### src/rtl/multiword_subtractor_if.sv
// Request/result bundle for multiword_subtractor; the ovf signal exists only when SUB_SIGNED_OVF_EN is defined.
interface multiword_subtractor_if #(
   parameter int DATA_WIDTH = 8,
   parameter int NUM_WORDS  = 4
);
   localparam int TW = DATA_WIDTH * NUM_WORDS;

   logic          start;
   logic [TW-1:0] op_a;
   logic [TW-1:0] op_b;
   logic          borrow_in;
   logic          busy;
   logic          done;
   logic [TW-1:0] diff;
   logic          borrow_out;
   logic          zero;
`ifdef SUB_SIGNED_OVF_EN
   logic          ovf;
`endif

   modport master (
      output start, op_a, op_b, borrow_in,
      input  busy, done, diff, borrow_out, zero
`ifdef SUB_SIGNED_OVF_EN
      , input ovf
`endif
   );

   modport slave (
      input  start, op_a, op_b, borrow_in,
      output busy, done, diff, borrow_out, zero
`ifdef SUB_SIGNED_OVF_EN
      , output ovf
`endif
   );
endinterface

### src/rtl/multiword_subtractor.sv
// A - B - borrow_in, one DATA_WIDTH word per clock LSW first; done pulses NUM_WORDS+1 edges after start, start ignored while busy.
// SUB_SIGNED_OVF_EN adds the two's-complement overflow flag ovf.
module multiword_subtractor #(
   parameter int DATA_WIDTH = 8,
   parameter int NUM_WORDS  = 4
) (
   input  logic                   clk_i,
   input  logic                   rst_i,
   multiword_subtractor_if.slave  bus
);
   localparam int TW = DATA_WIDTH * NUM_WORDS;
   localparam int CW = (NUM_WORDS > 1) ? $clog2(NUM_WORDS) : 1;

   localparam logic [1:0] S_IDLE = 2'd0;
   localparam logic [1:0] S_RUN  = 2'd1;
   localparam logic [1:0] S_DONE = 2'd2;

   logic [1:0]            state_q, state_d;
   logic [CW-1:0]         cnt_q, cnt_d;
   logic                  brw_q, brw_d;
   logic [TW-1:0]         a_q, a_d;
   logic [TW-1:0]         b_q, b_d;
   logic [TW-1:0]         diff_q, diff_d;
   logic                  borrow_out_q, borrow_out_d;
   logic                  zero_q, zero_d;
`ifdef SUB_SIGNED_OVF_EN
   logic                  ovf_q, ovf_d;
`endif

   logic [DATA_WIDTH-1:0] a_word, b_word, slice;
   logic                  slice_brw;
   logic                  last_word;

   // The extra MSB of the widened subtraction is the word borrow.
   always_comb begin
      a_word = '0;
      b_word = '0;
      for (int w = 0; w < NUM_WORDS; w++) begin
         if (cnt_q == CW'(w)) begin
            a_word = a_q[w*DATA_WIDTH +: DATA_WIDTH];
            b_word = b_q[w*DATA_WIDTH +: DATA_WIDTH];
         end
      end
      {slice_brw, slice} = {1'b0, a_word} - {1'b0, b_word} - {{DATA_WIDTH{1'b0}}, brw_q};
   end

   assign last_word = (cnt_q == CW'(NUM_WORDS - 1));

   always_comb begin
      state_d      = state_q;
      cnt_d        = cnt_q;
      brw_d        = brw_q;
      a_d          = a_q;
      b_d          = b_q;
      diff_d       = diff_q;
      borrow_out_d = borrow_out_q;
      zero_d       = zero_q;
`ifdef SUB_SIGNED_OVF_EN
      ovf_d        = ovf_q;
`endif
      case (state_q)
         S_IDLE: begin
            if (bus.start) begin
               state_d      = S_RUN;
               a_d          = bus.op_a;
               b_d          = bus.op_b;
               brw_d        = bus.borrow_in;
               cnt_d        = '0;
               diff_d       = '0;
               borrow_out_d = 1'b0;
               zero_d       = 1'b0;
`ifdef SUB_SIGNED_OVF_EN
               ovf_d        = 1'b0;
`endif
            end
         end
         S_RUN: begin
            for (int w = 0; w < NUM_WORDS; w++) begin
               if (cnt_q == CW'(w)) diff_d[w*DATA_WIDTH +: DATA_WIDTH] = slice;
            end
            brw_d = slice_brw;
            cnt_d = cnt_q + CW'(1);
            if (last_word) begin
               state_d      = S_DONE;
               borrow_out_d = slice_brw;
               zero_d       = (diff_d == '0);
`ifdef SUB_SIGNED_OVF_EN
               ovf_d        = (a_q[TW-1] ^ b_q[TW-1]) & (diff_d[TW-1] ^ a_q[TW-1]);
`endif
            end
         end
         S_DONE:  state_d = S_IDLE;
         default: state_d = S_IDLE;
      endcase
   end

   always_ff @(posedge clk_i or posedge rst_i) begin
      if (rst_i) begin
         state_q      <= S_IDLE;
         cnt_q        <= '0;
         brw_q        <= 1'b0;
         a_q          <= '0;
         b_q          <= '0;
         diff_q       <= '0;
         borrow_out_q <= 1'b0;
         zero_q       <= 1'b0;
`ifdef SUB_SIGNED_OVF_EN
         ovf_q        <= 1'b0;
`endif
      end else begin
         state_q      <= state_d;
         cnt_q        <= cnt_d;
         brw_q        <= brw_d;
         a_q          <= a_d;
         b_q          <= b_d;
         diff_q       <= diff_d;
         borrow_out_q <= borrow_out_d;
         zero_q       <= zero_d;
`ifdef SUB_SIGNED_OVF_EN
         ovf_q        <= ovf_d;
`endif
      end
   end

   assign bus.busy       = (state_q != S_IDLE);
   assign bus.done       = (state_q == S_DONE);
   assign bus.diff       = diff_q;
   assign bus.borrow_out = borrow_out_q;
   assign bus.zero       = zero_q;
`ifdef SUB_SIGNED_OVF_EN
   assign bus.ovf        = ovf_q;
`endif
endmodule

### src/flat_wrapper.sv
// flat-port wrapper written by rule: the top's interface ports become plain ports
module multiword_subtractor_flat 
#(
   parameter int DATA_WIDTH = 8,
   parameter int NUM_WORDS  = 4
)
  (clk_i, rst_i, bus_start, bus_op_a, bus_op_b, bus_borrow_in, bus_busy, bus_done, bus_diff, bus_borrow_out, bus_zero);
  multiword_subtractor_if #(.DATA_WIDTH(DATA_WIDTH), .NUM_WORDS(NUM_WORDS)) bus_i ();
  input  logic clk_i;
  input  logic rst_i;
  input wire logic [$bits(bus_i.start)-1:0] bus_start;
  input wire logic [$bits(bus_i.op_a)-1:0] bus_op_a;
  input wire logic [$bits(bus_i.op_b)-1:0] bus_op_b;
  input wire logic [$bits(bus_i.borrow_in)-1:0] bus_borrow_in;
  output wire logic [$bits(bus_i.busy)-1:0] bus_busy;
  output wire logic [$bits(bus_i.done)-1:0] bus_done;
  output wire logic [$bits(bus_i.diff)-1:0] bus_diff;
  output wire logic [$bits(bus_i.borrow_out)-1:0] bus_borrow_out;
  output wire logic [$bits(bus_i.zero)-1:0] bus_zero;
  assign bus_i.start = bus_start;
  assign bus_i.op_a = bus_op_a;
  assign bus_i.op_b = bus_op_b;
  assign bus_i.borrow_in = bus_borrow_in;
  assign bus_busy = bus_i.busy;
  assign bus_done = bus_i.done;
  assign bus_diff = bus_i.diff;
  assign bus_borrow_out = bus_i.borrow_out;
  assign bus_zero = bus_i.zero;
  multiword_subtractor #(.DATA_WIDTH(DATA_WIDTH), .NUM_WORDS(NUM_WORDS)) u_core (.clk_i(clk_i), .rst_i(rst_i), .bus(bus_i));
endmodule
### config.mk
export PLATFORM = sky130hd
export DESIGN_NAME = multiword_subtractor_flat
export DESIGN_NICKNAME = d
export VERILOG_FILES = /design/src/rtl/multiword_subtractor_if.sv /design/src/rtl/multiword_subtractor.sv /design/src/flat_wrapper.sv
export SDC_FILE = /design/constraint.sdc
export NUM_CORES = 1
export LEC_CHECK = 0
export BUFFER_PORTS_ARGS = -buffer_cell sky130_fd_sc_hd__buf_2
export CORE_AREA = 2 2 139 73
export DETAILED_ROUTE_END_ITERATION = 8
export DIE_AREA = 0 0 141 75
export PLACE_DENSITY = 0.76
export SKIP_CTS_REPAIR_TIMING = 1
export SLEW_MARGIN = 5
export SYNTH_ARGS = -nofsm -noshare
export SYNTH_HDL_FRONTEND = slang
export SYNTH_SLANG_ARGS = --single-unit
### constraint.sdc
create_clock -name clk_i -period 5.5 [get_ports clk_i]
set_input_delay 0.275 -clock clk_i [delete_from_list [all_inputs] [get_ports clk_i]]
set_output_delay 0.275 -clock clk_i [all_outputs]
set_load 0.02 [all_outputs]
==> impl_results.md <==
- Clock tree sinks: a little over 100
- Worst setup SP type: register
- Grt met1 use: 0.360
- Max-capacitance violation count: 0
- Post-route cell area: 0.00611 mm2
- Crit. Startpoint: u_core.cnt_q[1]
- Synth warnings: 0
- Hpwl dp: roughly 8.8 mm
- TNS Setup: 0 ns
- Seq/Total Area, Yosys: 0.499
- Most Crowded Layer GR: met2
- H-tree depth: 3
- Worst setup EP type: register
- Worst Reg-to-Reg Cells: 14
- Detail Route Antenna Nets: 0
- N_diodes: 0
- CTS tree: built
- RSZ-0062 raised after global routing: no
- Later-pin clock latency in the skew report: 0.35 ns
- Vias: 4506
- DRC Markers: 0
- Core footprint: between 0.009 and 0.01 mm2
- Worst Tran Pin Value: 0.822 ns
- Syn Area/Cell: a little over 8 um2
- Dpl cells: 821
- Share of layout cells above drive strength 1: 0.189
- Unique masters post-synth: 44
- Final setup skew: 0.00627 ns
- Fin crit share: 0.741
- Mapped Area: roughly 0.0052 mm2
- Via-per-instance ratio: 5.38
- Synth-to-Final Area Change: 18.3%
- Worst min path class: primary input to asynchronous set/reset pin
- Met3 Usage GRT: 0.0509
- Width of the die: ~140 um
- Die area: around 0.011 mm2
- Min Clock Period, post-route: 4.07 ns
- Critical path class: register to register
- Maximum clock frequency: around 250 MHz
- Initial Util: 0.556
- Total track usage: 0.253
- Avg WL per Cell: between 10 and 15 um
- Reg2reg start: u_core.cnt_q[1]
- Reg clk slew, reported paths: 0.07 ns
- Global-route track usage on met2: 0.403
- CP arrival: roughly 4.4 ns
- Num ports: about 100
- Vias in the first global route: ~4200
- Worst-path maximum fanout: 21
- Worst Setup EP: u_core.bus.zero
- Syn Nets: 708
- Run status: finished clean
- TritonCTS Buffers: 9
- Worst r2r dst: u_core.bus.zero
- Initial antenna violation count: 0
- Total gr overflow: 0
- # rows: 25
- Final std cells w/o fill: about 840
- Slew margin rel.: 0.452
- Pins Over Slew Limit: 0
- Largest net degree at the start of global routing: slightly above 70
- Synth Instances: ~620
- Clock Path Buffers: 2
- Endpoints failing setup: 0
- Critical Path RT: slightly below 6 ns
- Synth Register Bits: 103
- Final hold violation count: 0
- RePlAce Congestion: a little over 0.9
- Die height: between 70 and 80 um
- Fillers: roughly 800
- DRT iter0 DRCs: approximately 480
- Reg2Reg Setup Slack: around 1.4 ns
- Nets: around 800
- Post-DP Area: 0.00576 mm2
- Port-buffer cells: around 100
- Global-route wire length before repair: 20.7 mm
- TritonRoute pass-1 iters: 4
- Root Buffer: clkbuf_16
- Drt total wl: 12.5 mm
==> through the flow <==
| step | hold slack, ns | setup slack (ns) | utilization |
|---|---|---|---|
| floorplan | 0.380 | 1.75 | - |
| detailed placement | 0.418 | 1.50 | 0.620 |
| global placement | 0.405 | 1.60 | 0.620 |
| CTS | 0.0451 | 1.47 | 0.657 |
| global route | 0.0755 | 1.04 | 0.657 |
| finish | 0.0151 | 1.43 | 0.657 |
==> synthesized netlist by cell type (all sizes together) <==
master	count	share of area
nand2	253	0.18
dfrtp	103	0.50
nor2	37	0.027
o21ai	37	0.036
a21oi	31	0.030
clkbuf	27	0.020
inv	20	0.015
ha	16	0.039
a22o	15	0.025
mux2i	8	0.016
nand2b	7	0.0085
a31oi	6	0.0073
nor2b	6	0.0073
buf	5	0.0051
nand3	5	0.0048
or3	5	0.0061
xnor2	4	0.0068
xor2	4	0.0068
and2	3	0.0036
nor4	3	0.0036
or4	3	0.0051
a211oi	2	0.0029
fa	2	0.0078
nand3b	2	0.0029
o211ai	2	0.0029
o31ai	2	0.0029
a2111o	1	0.0022
a2111oi	1	0.0029
a21boi	1	0.0015
a221oi	1	0.0029
a32o	1	0.0019
a32oi	1	0.0017
a41oi	1	0.0017
and3	1	0.0012
clkinv	1	0.00073
mux2	1	0.0022
nor3	1	0.0019
nor3b	1	0.0015
o21ba	1	0.0019
o22ai	1	0.0012
==> flip-flops by register name (all words and copies together), names as in the netlist <==
register and flops:
u_core.bus.zero 1, u_core.cnt_q 2, u_core.bus.borrow_out 1, u_core.bus.diff 32, u_core.state_q 2, u_core.a_q 32
u_core.b_q 32, u_core.brw_q 1
==> critical path, stage by stage, from the launching register on <==
cell,delay [ns]
dfrtp_1,0.41
inv_1,0.12
ha_1,0.59
buf_4,0.34
a21oi_1,0.09
o21ai_0,0.16
mux2i_1,0.14
fa_1,0.43
inv_1,0.11
fa_1,0.45
a211oi_1,0.22
a31oi_1,0.07
a2111o_1,0.43
a2111oi_2,0.22
a32o_1,0.21
==> layout make-up <==
| cell class | instances | area, um2 | area share |
|---|---|---|---|
| clock buffers | 10 | 229 | 0.0375 |
| repair buffers | 110 | 568 | 0.0930 |
| inverters | 21 | 81.3 | 0.0133 |
| well taps | 121 | 151 | 0.0248 |
| clock inverters | 6 | 118 | 0.0193 |
| flip-flops and latches | 103 | 2580 | 0.422 |
| multi-input cells | 466 | 2380 | 0.390 |
==> worst min path at each step <==
stage                start                  end  slack (ns)  cells past startpoint
2_1_floorplan  bus_op_a[0]        u_core.a_q[0]        0.38                      2
3_3_place_gp         rst_i  u_core.bus.diff[19]        0.40                      2
3_5_place_dp         rst_i  u_core.bus.diff[19]        0.42                      2
4_1_cts              rst_i  u_core.bus.diff[19]        0.05                      2
5_1_grt              rst_i  u_core.bus.diff[19]        0.08                      2
6_report             rst_i  u_core.bus.diff[19]        0.02                      2
==> logic make-up (layout without fill, tap and decap cells) <==
group / after synthesis / in the layout / share of synthesized area
buffers and inverters: 53 / 147 / 0.0400
multiplexers: 9 / 9 / 0.0177
AND/OR/NAND/NOR: 327 / 327 / 0.257
flip-flops: 103 / 103 / 0.499
XOR/XNOR: 8 / 8 / 0.0136
adder cells (fa/ha/maj): 18 / 18 / 0.0465
AO/OA/AOI/OAI: 104 / 104 / 0.125
==> cell usage in the layout, fill, tap and decap left out, drive strengths merged, types with 2 or more instances in the layout <==
| master | count |
|---|---|
| nand2 | 253 |
| buf | 110 |
| dfrtp | 103 |
| nor2 | 37 |
| o21ai | 37 |
| a21oi | 31 |
| inv | 21 |
| ha | 16 |
| a22o | 15 |
| clkbuf | 10 |
| mux2i | 8 |
| nand2b | 7 |
| nor2b | 6 |
| a31oi | 6 |
| nand3 | 5 |
| or3 | 5 |
| xnor2 | 4 |
| xor2 | 4 |
| nor4 | 3 |
| bufinv | 3 |
| or4 | 3 |
| and2 | 3 |
| nand3b | 2 |
| a211oi | 2 |
| o31ai | 2 |
| o211ai | 2 |
| fa | 2 |
| clkinv | 2 |
==> routing by layer <==
metal | part of all wire | vias up | routed length [um]
li1 | - | 2214 | -
met4 | 0.016 | 0 | 201
met5 | 0 | - | 0
met2 | 0.45 | 173 | 5580
met1 | 0.47 | 2097 | 5880
met3 | 0.065 | 22 | 812
Power is left out: the tool's default activity adds up to more than one toggle a clock period on the data nets, which glitch-free logic cannot reach.
